## src/rtl/ctl_seq.sv

```systemverilog
// ctl_seq: multi-cycle FETCH/DECODE/EXEC/MEM/WB control sequencer.
// Owns the instruction register, runs the ready/valid fetch and req/ack
// data-memory handshakes, and strobes the datapath one phase at a time.
// Optional build macro: CTL_ILLEGAL_TRAP_EN (illegal opcode -> sticky TRAP).
// When it is undefined, illegal opcodes execute as NOPs.
module ctl_seq #(
  parameter int unsigned INSTR_WIDTH  = 16,
  parameter int unsigned OP_WIDTH     = 4,
  parameter int unsigned ALU_OP_WIDTH = 2
) (
  input  logic                    clk,
  input  logic                    rst_n,
  input  logic [INSTR_WIDTH-1:0]  instr,
  input  logic                    instr_valid,
  output logic                    instr_ready,
  input  logic                    alu_zero,
  input  logic                    mem_ack,
  output logic                    mem_req,
  output logic                    mem_we,
  output logic [INSTR_WIDTH-1:0]  ir,
  output logic [ALU_OP_WIDTH-1:0] alu_op,
  output logic                    alu_use_imm,
  output logic                    reg_write_en,
  output logic                    pc_en,
  output logic                    pc_branch,
  output logic                    jtype,
  output logic                    halted,
  output logic                    illegal
);

  localparam logic [OP_WIDTH-1:0] OP_HALT = OP_WIDTH'(0);
  localparam logic [OP_WIDTH-1:0] OP_ADD  = OP_WIDTH'(1);
  localparam logic [OP_WIDTH-1:0] OP_LSL  = OP_WIDTH'(2);
  localparam logic [OP_WIDTH-1:0] OP_ADDI = OP_WIDTH'(3);
  localparam logic [OP_WIDTH-1:0] OP_BEQ  = OP_WIDTH'(4);
  localparam logic [OP_WIDTH-1:0] OP_LW   = OP_WIDTH'(5);
  localparam logic [OP_WIDTH-1:0] OP_SW   = OP_WIDTH'(6);
  localparam logic [OP_WIDTH-1:0] OP_J    = OP_WIDTH'(7);

  localparam logic [ALU_OP_WIDTH-1:0] ALU_ADD = ALU_OP_WIDTH'(0);
  localparam logic [ALU_OP_WIDTH-1:0] ALU_LSL = ALU_OP_WIDTH'(1);

  typedef enum logic [2:0] {
    S_FETCH,
    S_DECODE,
    S_EXEC,
    S_MEM,
    S_WB,
    S_HALTED,
    S_TRAP
  } state_t;

  state_t                 state;
  state_t                 state_nxt;
  logic                   taken;
  logic                   taken_nxt;
  logic [INSTR_WIDTH-1:0] ir_nxt;
  logic [OP_WIDTH-1:0]    op;
  logic [OP_WIDTH-1:0]    op_nxt;

  assign op     = ir[INSTR_WIDTH-1 -: OP_WIDTH];
  assign op_nxt = ir_nxt[INSTR_WIDTH-1 -: OP_WIDTH];

`ifdef CTL_ILLEGAL_TRAP_EN
  // Opcode is one of the defined encodings
  function automatic logic is_legal(input logic [OP_WIDTH-1:0] o);
    case (o)
      OP_HALT, OP_ADD, OP_LSL, OP_ADDI,
      OP_BEQ, OP_LW, OP_SW, OP_J: is_legal = 1'b1;
      default:                    is_legal = 1'b0;
    endcase
  endfunction
`endif

  // Next state, next instruction register and branch-taken flag
  always_comb begin
    state_nxt = state;
    ir_nxt    = ir;
    taken_nxt = taken;
    case (state)
      S_FETCH: begin
        if (instr_valid && instr_ready) begin
          ir_nxt    = instr;
          state_nxt = S_DECODE;
        end
      end
      S_DECODE: begin
        if (op == OP_HALT) begin
          state_nxt = S_HALTED;
        end
`ifdef CTL_ILLEGAL_TRAP_EN
        else if (!is_legal(op)) begin
          state_nxt = S_TRAP;
        end
`endif
        else begin
          state_nxt = S_EXEC;
        end
      end
      S_EXEC: begin
        if (op == OP_BEQ) taken_nxt = alu_zero;
        state_nxt = ((op == OP_LW) || (op == OP_SW)) ? S_MEM : S_WB;
      end
      S_MEM: begin
        if (mem_ack) state_nxt = S_WB;
      end
      S_WB:             state_nxt = S_FETCH;
      S_HALTED, S_TRAP: state_nxt = state;
      default:          state_nxt = S_FETCH;
    endcase
  end

  // State, IR and registered strobes decoded from the upcoming state
  always_ff @(posedge clk or negedge rst_n) begin
    if (!rst_n) begin
      state        <= S_FETCH;
      ir           <= '0;
      taken        <= 1'b0;
      instr_ready  <= 1'b1;
      mem_req      <= 1'b0;
      mem_we       <= 1'b0;
      alu_op       <= ALU_ADD;
      alu_use_imm  <= 1'b0;
      reg_write_en <= 1'b0;
      pc_en        <= 1'b0;
      pc_branch    <= 1'b0;
      jtype        <= 1'b0;
      halted       <= 1'b0;
    end else begin
      state        <= state_nxt;
      ir           <= ir_nxt;
      taken        <= taken_nxt;
      instr_ready  <= (state_nxt == S_FETCH);
      mem_req      <= (state_nxt == S_MEM);
      mem_we       <= (state_nxt == S_MEM) && (op_nxt == OP_SW);
      alu_op       <= (op_nxt == OP_LSL) ? ALU_LSL : ALU_ADD;
      alu_use_imm  <= (op_nxt == OP_ADDI) || (op_nxt == OP_LW) || (op_nxt == OP_SW);
      reg_write_en <= (state_nxt == S_WB) &&
                      ((op_nxt == OP_ADD) || (op_nxt == OP_LSL) ||
                       (op_nxt == OP_ADDI) || (op_nxt == OP_LW));
      pc_en        <= (state_nxt == S_WB);
      pc_branch    <= (state_nxt == S_WB) &&
                      ((op_nxt == OP_J) || ((op_nxt == OP_BEQ) && taken_nxt));
      jtype        <= (op_nxt == OP_J);
      halted       <= (state_nxt == S_HALTED) || (state_nxt == S_TRAP);
    end
  end

`ifdef CTL_ILLEGAL_TRAP_EN
  // Sticky illegal-opcode trap flag
  always_ff @(posedge clk or negedge rst_n) begin
    if (!rst_n) illegal <= 1'b0;
    else        illegal <= (state_nxt == S_TRAP);
  end
`else
  assign illegal = 1'b0;
`endif

endmodule

```

## config.mk

```make
export PLATFORM = sky130hd
export DESIGN_NAME = ctl_seq
export DESIGN_NICKNAME = d
export VERILOG_FILES = /design/src/rtl/ctl_seq.sv
export SDC_FILE = /design/constraint.sdc
export NUM_CORES = 1
export LEC_CHECK = 0
export CELL_PAD_IN_SITES_DETAIL_PLACEMENT = 0
export CELL_PAD_IN_SITES_GLOBAL_PLACEMENT = 2
export CORE_UTILIZATION = 27
export DETAILED_ROUTE_END_ITERATION = 10
export PLACE_DENSITY = 0.87
export REMOVE_ABC_BUFFERS = 1
export SYNTH_ARGS = -nofsm -noshare
export SYNTH_HDL_FRONTEND = slang
export SYNTH_SLANG_ARGS = --single-unit
```

## constraint.sdc

```tcl
create_clock -name clk -period 2.4 [get_ports clk]
set_input_delay 0.48 -clock clk [delete_from_list [all_inputs] [get_ports clk]]
set_output_delay 0.48 -clock clk [all_outputs]
set_load 0.01 [all_outputs]
```

Yosys cells after proc, flatten, opt, wreduce, memory -nomap -nowiden
Index checks and enable logic that the tools add are counted.
Storage, ports and cells
  register bits: 30
  bits of input ports: 21
  output and inout bits: 28
  word-level logic and storage cells: 61
Operators by class
  equal/unequal tests: 19
  muxes and demuxes: 10
  reductions and logical operators: 18
Operator list (count)
  16-bit two-way mux: 2
  4-bit by 3-bit equality test with 1-bit output, second input constant: 7
  3-bit equality test, second input constant: 5
  3-bit case mux with 5 select lines: 1
  3-bit two-way mux: 4
  3-bit by 2-bit equality test with 1-bit output, second input constant: 3
  4-bit by 2-bit equality test with 1-bit output, second input constant: 2
  1-bit logical OR: 8
  3-bit logical NOT: 2
  1-bit logical AND: 5
  4-bit by 1-bit equality test with 1-bit output, second input constant: 1
  4-bit logical NOT: 1
  3-bit by 1-bit equality test with 1-bit output, second input constant: 1
  1-bit two-way mux: 3
  2-bit AND reduction: 1
  2-bit OR reduction: 1

Logic depth before layout (Yosys ltp)
Gate-level depths: netlist of run 1.
  depth after elaboration: 8
  gate-level depth with buffers: 7
  mapped depth without buffers: 5

Worst setup path before layout of run 1
Ideal clock, no wire load.
  path type: reg-to-reg
  start point: register instr_ready
  end point: register pc_branch
  setup time: 0.127 ns
  arrival: 1.708 ns
  required time: 2.273 ns
  setup slack: 0.565 ns
  stages on the path, launching flop included: 7
  buffers on the path: 1
  clock period less this slack: 1.835 ns
  path through: dfstp_2 -> nand2_1 -> or4_1 -> buf_6 -> mux2_2 -> a211oi_1 -> nor4_1
Between the ends
  word-level cells in the longest chain between the ends: 7
  elaborated cells on any way between the ends: 11
  those cells by class: eq/ne: 3; mux: 4; reduce/logical: 4
RTL lines
  start: declaration: line 15  | output logic instr_ready,
  start signal: assignment: line 133  | instr_ready <= (state_nxt == S_FETCH);
  1-bit logical AND *: line 82  | if (instr_valid && instr_ready) begin
  16-bit two-way mux: line 82
  16-bit two-way mux: line 80  | case (state)
  4-bit by 3-bit equality test with 1-bit output: line 143  | ((op_nxt == OP_J) || ((op_nxt == OP_BEQ) && taken_nxt));
  1-bit logical AND: line 143
  1-bit logical OR: line 143
  1-bit logical AND *: line 142  | pc_branch <= (state_nxt == S_WB) &&
  end signal: assignment: line 142
  end: declaration: line 25  | output logic pc_branch,
Every way passes the cells marked *; elsewhere a longest branch is shown, timed or not.
A chain may end at the register's enable or synchronous reset.

Final worst setup path of run 1
  start point: input port instr_valid
  end point: register pc_branch
Between the ends
  word-level cells in the longest chain between the ends: 7
  elaborated cells on any way between the ends: 11
  those cells by class: eq/ne: 3; mux: 4; reduce/logical: 4
RTL lines
  start: declaration: line 14  | input logic instr_valid,
  1-bit logical AND *: line 82
  16-bit two-way mux: line 82
  16-bit two-way mux: line 80
  4-bit by 3-bit equality test with 1-bit output: line 143
  1-bit logical AND: line 143
  1-bit logical OR: line 143
  1-bit logical AND *: line 142
Marks and branches as above.

==> reports/results.txt, run 1 <==
Pwr dens: 1250 nW/um^2
RSZ-0062 raised after global routing: false
Hold-fix buffer count after cts: 0
Final non-filler cell area: 2020 sq um
Dpl cell area: 1930 sq um
Clk buf depth: 2
Port Buffer Count: 46
Sink Count: 30
Most common cell after layout, fill and taps aside: clkdlybuf4s50_1
Share of cells above drive strength 1: 0.190
Period utilization: 0.854
Clock H-tree levels: 2
Yosys cell types: 37
Worst Setup Start Kind: input port
Post-layout min period: 2050 ps
DIE WIDTH: 73.7 um
Status: completed
Setup Viol. Count Final: 0
Total CTS buffers: 5
Iteration-0 DRC Markers: 11
CTS tree: built
CP max FO: 6
Worst Path Class, Setup: in2reg
Boundary pin count: 49
Most flop-heavy register: ir
Dpl hpwl: 2260 um
Area grow syn2layout: 45.6%
WL/cell: 12.4 um
Crit end category: flop
Crit path required time: 2560 ps
Initial DRT Pass Iterations: 3
Clock skew: 2.86 ps
Top flop regs: ir: 16 flops, state: 3 flops
Antenna violations before repair: 0
Worst endpoint data arrival time: 2210 ps
Post-synthesis sequential area ratio: 0.542
Core Area: 4850 sq um
Most frequent cells in the layout: 46 x clkdlybuf4s50_1, 29 x dfrtp_1, 16 x mux2_2, 9 x nor2_1, 8 x nand2_1
Final hold vios: 0
Clock Latency Late Sink: 280 ps
Pin count of the biggest net entering global routing: 31
Routed vias/inst: 4.46
Final net count: 194
Total Power: 0.00252 W
Reg2reg setup slack: 440 ps
CTS Root Cell: clkbuf_8
Die height: 73.7 um
Total gr overflow: 0
VDD IR max: 0.493 mV
Hold Crit Class: reg2reg
Final TNS setup: 0 ps
Fmax: 488 MHz
Routability cong.: 0.839
Mapped Cells: 121
Max-slew violations: 0
Routed wire length: 2990 um
# diodes: 0
Vias: 1,074
Global-route wire length before repair: 5000 um
Clock slew at reported path FFs: 60 ps
Standard-cell row count: 25
Post-Syn Area: 1390 sq um
DRT antenna net count: 0
Remaining DRCs: 0
Post-synthesis area per instance: 11.5 sq um
Post-CTS resize count: 0
Vias in the first global route: 1,099
GRT Util Overall: 0.124
FF+latch count, synth: 30
Leakage: 0.876 nW
Initial core utilization: 0.286
Die area: 5430 sq um
Max_cap viols: 0
Synth Warn #: 0
Post-CTS setup buffer count: 0
Largest register FFs: 16
==> critical path: stages <==
cell	delay [ps]
clkdlybuf4s50_1	460
nand2_1	60
or4_1	560
mux2_2	350
a211oi_1	220
nor4_1	90
==> cells in the mapped netlist <==
| library cell | number | area [sq um] |
|---|---|---|
| buf_2 | 2 | 10.0 |
| clkbuf_1 | 2 | 7.51 |
| nor2_1 | 9 | 33.8 |
| o21a_1 | 2 | 15.0 |
| and2_1 | 2 | 12.5 |
| o21ai_0 | 4 | 20.0 |
| o221a_2 | 1 | 11.3 |
| and3_1 | 1 | 6.26 |
| mux2_2 | 16 | 180 |
| conb_1 | 1 | 3.75 |
| nor4_1 | 1 | 6.26 |
| nor4_2 | 1 | 12.5 |
| dfstp_2 | 1 | 26.3 |
| a211oi_1 | 1 | 7.51 |
| inv_1 | 4 | 15.0 |
| or2b_1 | 1 | 7.51 |
| nand2b_1 | 3 | 18.8 |
| a21o_1 | 2 | 15.0 |
| buf_6 | 1 | 11.3 |
| or4_1 | 1 | 7.51 |
| nand2_1 | 8 | 30.0 |
| nand3b_1 | 1 | 7.51 |
| a31oi_1 | 2 | 12.5 |
| buf_4 | 2 | 15.0 |
| mux2_4 | 2 | 30.0 |
| mux2i_1 | 1 | 10.0 |
| a221o_1 | 1 | 10.0 |
| nor3b_1 | 2 | 15.0 |
| o211ai_1 | 1 | 7.51 |
| nor3_1 | 3 | 15.0 |
| xnor2_1 | 1 | 8.76 |
| nand3_1 | 1 | 5.00 |
| xor2_1 | 2 | 17.5 |
| a21oi_1 | 6 | 30.0 |
| dfrtp_1 | 29 | 726 |
| and2b_1 | 1 | 7.51 |
| nor2b_1 | 2 | 12.5 |
==> through the flow <==
step	setup slack [ps]	cells	hold WS [ps]	utilization
after floorplan	197	115	184	-
after global placement	86.1	233	487	0.398
after detailed placement	69.6	233	492	0.398
after CTS	354	241	507	0.417
after global routing	255	241	519	0.417
final	350	241	500	0.417
==> per-layer routing <==
| metal | up-vias | share of wire | routed length (um) | GRT usage |
|---|---|---|---|---|
| met2 | 38 | 0.50 | 1480 | 0.219 |
| met1 | 513 | 0.42 | 1250 | 0.135 |
| met3 | 4 | 0.075 | 224 | 0.0466 |
| li1 | 519 | - | - | - |
| met4 | 0 | 0.011 | 34 | 0.0449 |
| met5 | - | 0 | 0 | 0 |
==> cell families (layout without fill, tap and decap cells) <==
group | Yosys count | after routing | share of synthesized area
AOI/OAI and AO/OA | 20 | 20 | 0.0929
xor gates and xnor gates | 3 | 3 | 0.0189
buffers and inverters | 11 | 63 | 0.0424
DFF | 30 | 30 | 0.542
muxes | 19 | 19 | 0.159
other | 1 | 2 | 0.00270
and+or+nand+nor | 37 | 37 | 0.142
==> area by class of cell <==
class                   count  area, sq um
fillers                   465         2830
well taps                  67         83.8
clock inverters             1         5.00
repair buffers             51          498
multi-input cells          81          581
flip-flops and latches     30          752
clock buffers               7         86.3
inverters                   4         15.0
==> worst paths after layout <==
path / end / cells past startpoint / from
worst max-delay path: pc_branch / 6 / instr_valid
worst min-delay path: ir[3] / 1 / ir[3]
max in group asynchronous: instr_ready / 2 / rst_n
worst max register to register: pc_branch / 4 / state[2]
min in group asynchronous: ir[13] / 2 / rst_n
worst min register to register: ir[3] / 1 / ir[3]
==> power by group <==
group / internal, W / switching, W / total (W)
logic: 0.000706 / 0.000504 / 0.00121
clock network: 0.000231 / 0.000181 / 0.000412
registers: 0.000723 / 0.000173 / 0.000896
total: 0.00166 / 0.000858 / 0.00252
Power figures use the tool's default switching activity.
==> run 2: changes to the inputs <==
--- a/config.mk
+++ b/config.mk
@@ -5,11 +5,13 @@
 export SDC_FILE = /design/constraint.sdc
 export NUM_CORES = 1
 export LEC_CHECK = 0
+export ABC_AREA = 1
 export CELL_PAD_IN_SITES_DETAIL_PLACEMENT = 0
 export CELL_PAD_IN_SITES_GLOBAL_PLACEMENT = 2
-export CORE_UTILIZATION = 27
+export CORE_UTILIZATION = 24
 export DETAILED_ROUTE_END_ITERATION = 10
-export PLACE_DENSITY = 0.87
+export GPL_TIMING_DRIVEN = 0
+export PLACE_DENSITY = 0.86
 export REMOVE_ABC_BUFFERS = 1
 export SYNTH_ARGS = -nofsm -noshare
 export SYNTH_HDL_FRONTEND = slang
==> reports/results.txt, run 2 <==
Share of cells above drive strength 1: 0.132 (-0.0581)
Pin count of the biggest net entering global routing: 31 (unchanged)
Clock slew at reported path FFs: 70 ps (about the same)
Mapped Cells: 177 (+46%)
Int Power: 0.00148 W (-11%)
FF+latch count, synth: 30 (unchanged)
Largest cells by area after synthesis: dfrtp_1 52%, nand2_1 20%, inv_1 5.1%, nand3_1 5.0%, nor2_1 2.7%
Post-Syn Area: 1400 sq um (+1.2%)
Clk network pwr share: 0.170 (+0.006)
Boundary pin count: 49 (unchanged)
Iteration-0 DRC Markers: 42 (+31)
Most frequent cells in the layout: 73 x nand2_1, 45 x clkdlybuf4s50_1, 29 x dfrtp_1, 19 x inv_1, 14 x nand3_1
VDD IR max: 0.365 mV (-26%)
DIE WIDTH: 78.5 um (+6.5%)
Final WS setup: 473 ps (+123 ps)
Routability cong.: 0.679 (-19%)
Top_reg_cell synth: dfrtp_1
Initial DRT Pass Iterations: 4 (+1)
Final Util: 0.363 (-0.0536)
Area grow syn2layout: 44.2%
Post-synth top area cell: dfrtp_1
Core Area: 5570 sq um (+15%)
Fmax: 519 MHz (+6.4%)
Remaining DRCs: 0 (unchanged)
Final TNS setup: 0 ps (unchanged)
Pwr dens: 1230 nW/um^2 (-1.6%)
Critical path's most frequent cell: nand2_1
Post-synthesis area per instance: 7.93 sq um (-31%)
Setup Viol. Count Final: 0 (unchanged)
Final net count: 248 (+28%)
Most common cell after layout, fill and taps aside: nand2_1
Yosys top cell area share: 0.517 (-0.00606)
DRT antenna net count: 0 (unchanged)
Worst-margin pin slew: 656 ps
Rel. slew slack: 0.563
CTS tree: built
Antenna violations before repair: 0 (unchanged)
Port Buffer Count: 46 (unchanged)
Dpl hpwl: 2410 um (+6.8%)
Vias in the first global route: 1,191 (+8.4%)
Synth Warn #: 0 (unchanged)
Max-slew violations: 0 (unchanged)
Routed vias/inst: 4.01 (-10%)
Worst slack, placed: 147 ps (+77.2 ps)
Dpl cell area: 1930 sq um (+0.26%)
Largest register FFs: 16 (unchanged)
Post-CTS setup buffer count: 0 (unchanged)
Die height: 78.5 um (+6.5%)
Top flop regs: ir: 16 flops, state: 3 flops
Sequential power share: 0.341 (-0.015)
Buf/Inv on CP: 2 (+1)
Post-synth top cells: 73 x nand2_1, 29 x dfrtp_1, 19 x inv_1
Post-synth EDFFs: 0 (unchanged)
Clock skew: 4.53 ps (+1.67 ps)
Post-CTS resize count: 0 (unchanged)
Yosys cell types: 20 (-46%)
Ys async rst share: 1.00 (unchanged)
Worst endpoint data arrival time: 2140 ps (-70 ps)
Max_cap viols: 0 (unchanged)
Crit end category: flop
Max incr delay on CP: 520 ps (-40 ps)
DP Cell Count: 292 (+25%)
Crit path required time: 2610 ps (+50 ps)
Post-layout min period: 1930 ps (-123 ps)
Clock H-tree levels: 2 (unchanged)
Total gr overflow: 0 (unchanged)
Die area: 6160 sq um (+13%)
Most flop-heavy register: ir
# diodes: 0 (unchanged)
Post-synthesis sequential area ratio: 0.536 (-0.00628)
Sink Count: 30 (unchanged)
Slowest cell on crit path: clkdlybuf4s50_1
RSZ-0062 raised after global routing: false
Status: completed
Worst Setup Start Kind: input port
Most frequent cell after synthesis: nand2_1
Sw frac: 0.403 (+0.0616)
WL/cell: 10.8 um (-13%)
Hold-fix buffer count after cts: 0 (unchanged)
Fillcell total: 591 (+27%)
CTS Root Cell: clkbuf_8
Top delay family on crit path: simple AND/OR/NAND/NOR gates
Routed wire length: 3240 um (+8.2%)
Clk buf depth: 2 (unchanged)
Crit-path cells: clkdlybuf4s50_1, nand2_1, inv_1, nand3_2, nand2_1, nand2_2, nor2_4, nand2_1, a21oi_2
Total net switching power: 0.000999 W (+16%)
Worst Path Class, Setup: in2reg
Global-route wire length before repair: 5550 um (+11%)
GRT Util Overall: 0.120 (-0.00444)
Period utilization: 0.803 (-0.0512)
Vias: 1,203 (+12%)
Leakage: 1.05 nW (+20%)
Final non-filler cell area: 2020 sq um (+0.19%)
Non-filler cells, final: 300 (+24%)
CP max FO: 15 (+9)
Standard-cell row count: 27 (+8.0%)
Final hold vios: 0 (unchanged)
Initial core utilization: 0.252 (-0.0343)
Total CTS buffers: 5 (unchanged)
Combinational share of power: 0.489 (+0.008)
Clock Latency Late Sink: 280 ps (about the same)
Hold Crit Class: in2async
run 2: cell count changes in the layout (fill, tap and decap cells not counted), moves of 3 or more:
cell and delta:
nand2_1 +65, inv_1 +15, nor2_2 +5, nand2_2 +5, a21oi_1 -4, inv_2 +4
nand3_2 +3, buf_4 -5, nand3_1 +13, o21ai_0 -4, mux2_2 -16, nand2b_1 -3
run 2: path summary, 6_finish.rpt:
path / start / end / slack [ps] / depth (start not counted)
setup / recovery: instr_valid / pc_branch / 470 / 9
hold / removal: rst_n / ir[7] / 220 / 1
setup reg to reg: instr_ready / pc_branch / 640 / 8
hold reg to reg: ir[8] / ir[8] / 480 / 2
max in group asynchronous: rst_n / ir[13] / 1750 / 1
min in group clk: ir[8] / ir[8] / 480 / 2
run 2: area by class of cell:
cell class	count	area (sq um)	area share
tap	72	90.1	0.0445
sequential	30	752	0.371
clock buffer	6	82.6	0.0408
timing repair buffer	46	455	0.225
clock inverter	2	12.5	0.00618
inverter	23	86.3	0.0426
multi-input combinational	121	546	0.269
run 2: power groups by stage:
| stage | Combinational, W | Clock (W) | Sequential [W] |
|---|---|---|---|
| 2_1_floorplan | 0.000628 | 0 | 0.000921 |
| 3_3_place_gp | 0.00123 | 0 | 0.000858 |
| 3_5_place_dp | 0.00124 | 0 | 0.000854 |
| 4_1_cts | 0.00124 | 0.000438 | 0.000851 |
| 5_1_grt | 0.00137 | 0.000454 | 0.000880 |
| 6_report | 0.00121 | 0.000422 | 0.000846 |
run 2: metal layers:
| metal | track usage | vias up | routed length (um) | part of all wire |
|---|---|---|---|---|
| li1 | - | 634 | - | - |
| met1 | 0.148 | 540 | 1540 | 0.48 |
| met2 | 0.189 | 23 | 1490 | 0.46 |
| met3 | 0.0302 | 6 | 123 | 0.038 |
| met4 | 0.0667 | 0 | 78 | 0.024 |
| met5 | 0 | - | 0 | 0 |
run 2: cell families (layout without fill, tap and decap cells):
group                  count (synthesis)  count (layout)  synth area share
AND/OR/NAND/NOR                      116             116             0.370
flip-flops                            30              30             0.536
buffers and inverters                 27              77            0.0784
AO/OA/AOI/OAI                          3               3            0.0134
other                                  1               2           0.00267
run 2: metrics by stage:
| stage | hold WS, ps | power [W] |
|---|---|---|
| CTS | 483 | 0.00253 |
| floorplan | 184 | 0.00155 |
| finish | 225 | 0.00248 |
| global route | 282 | 0.00270 |
| global placement | 462 | 0.00208 |
| detailed placement | 464 | 0.00209 |
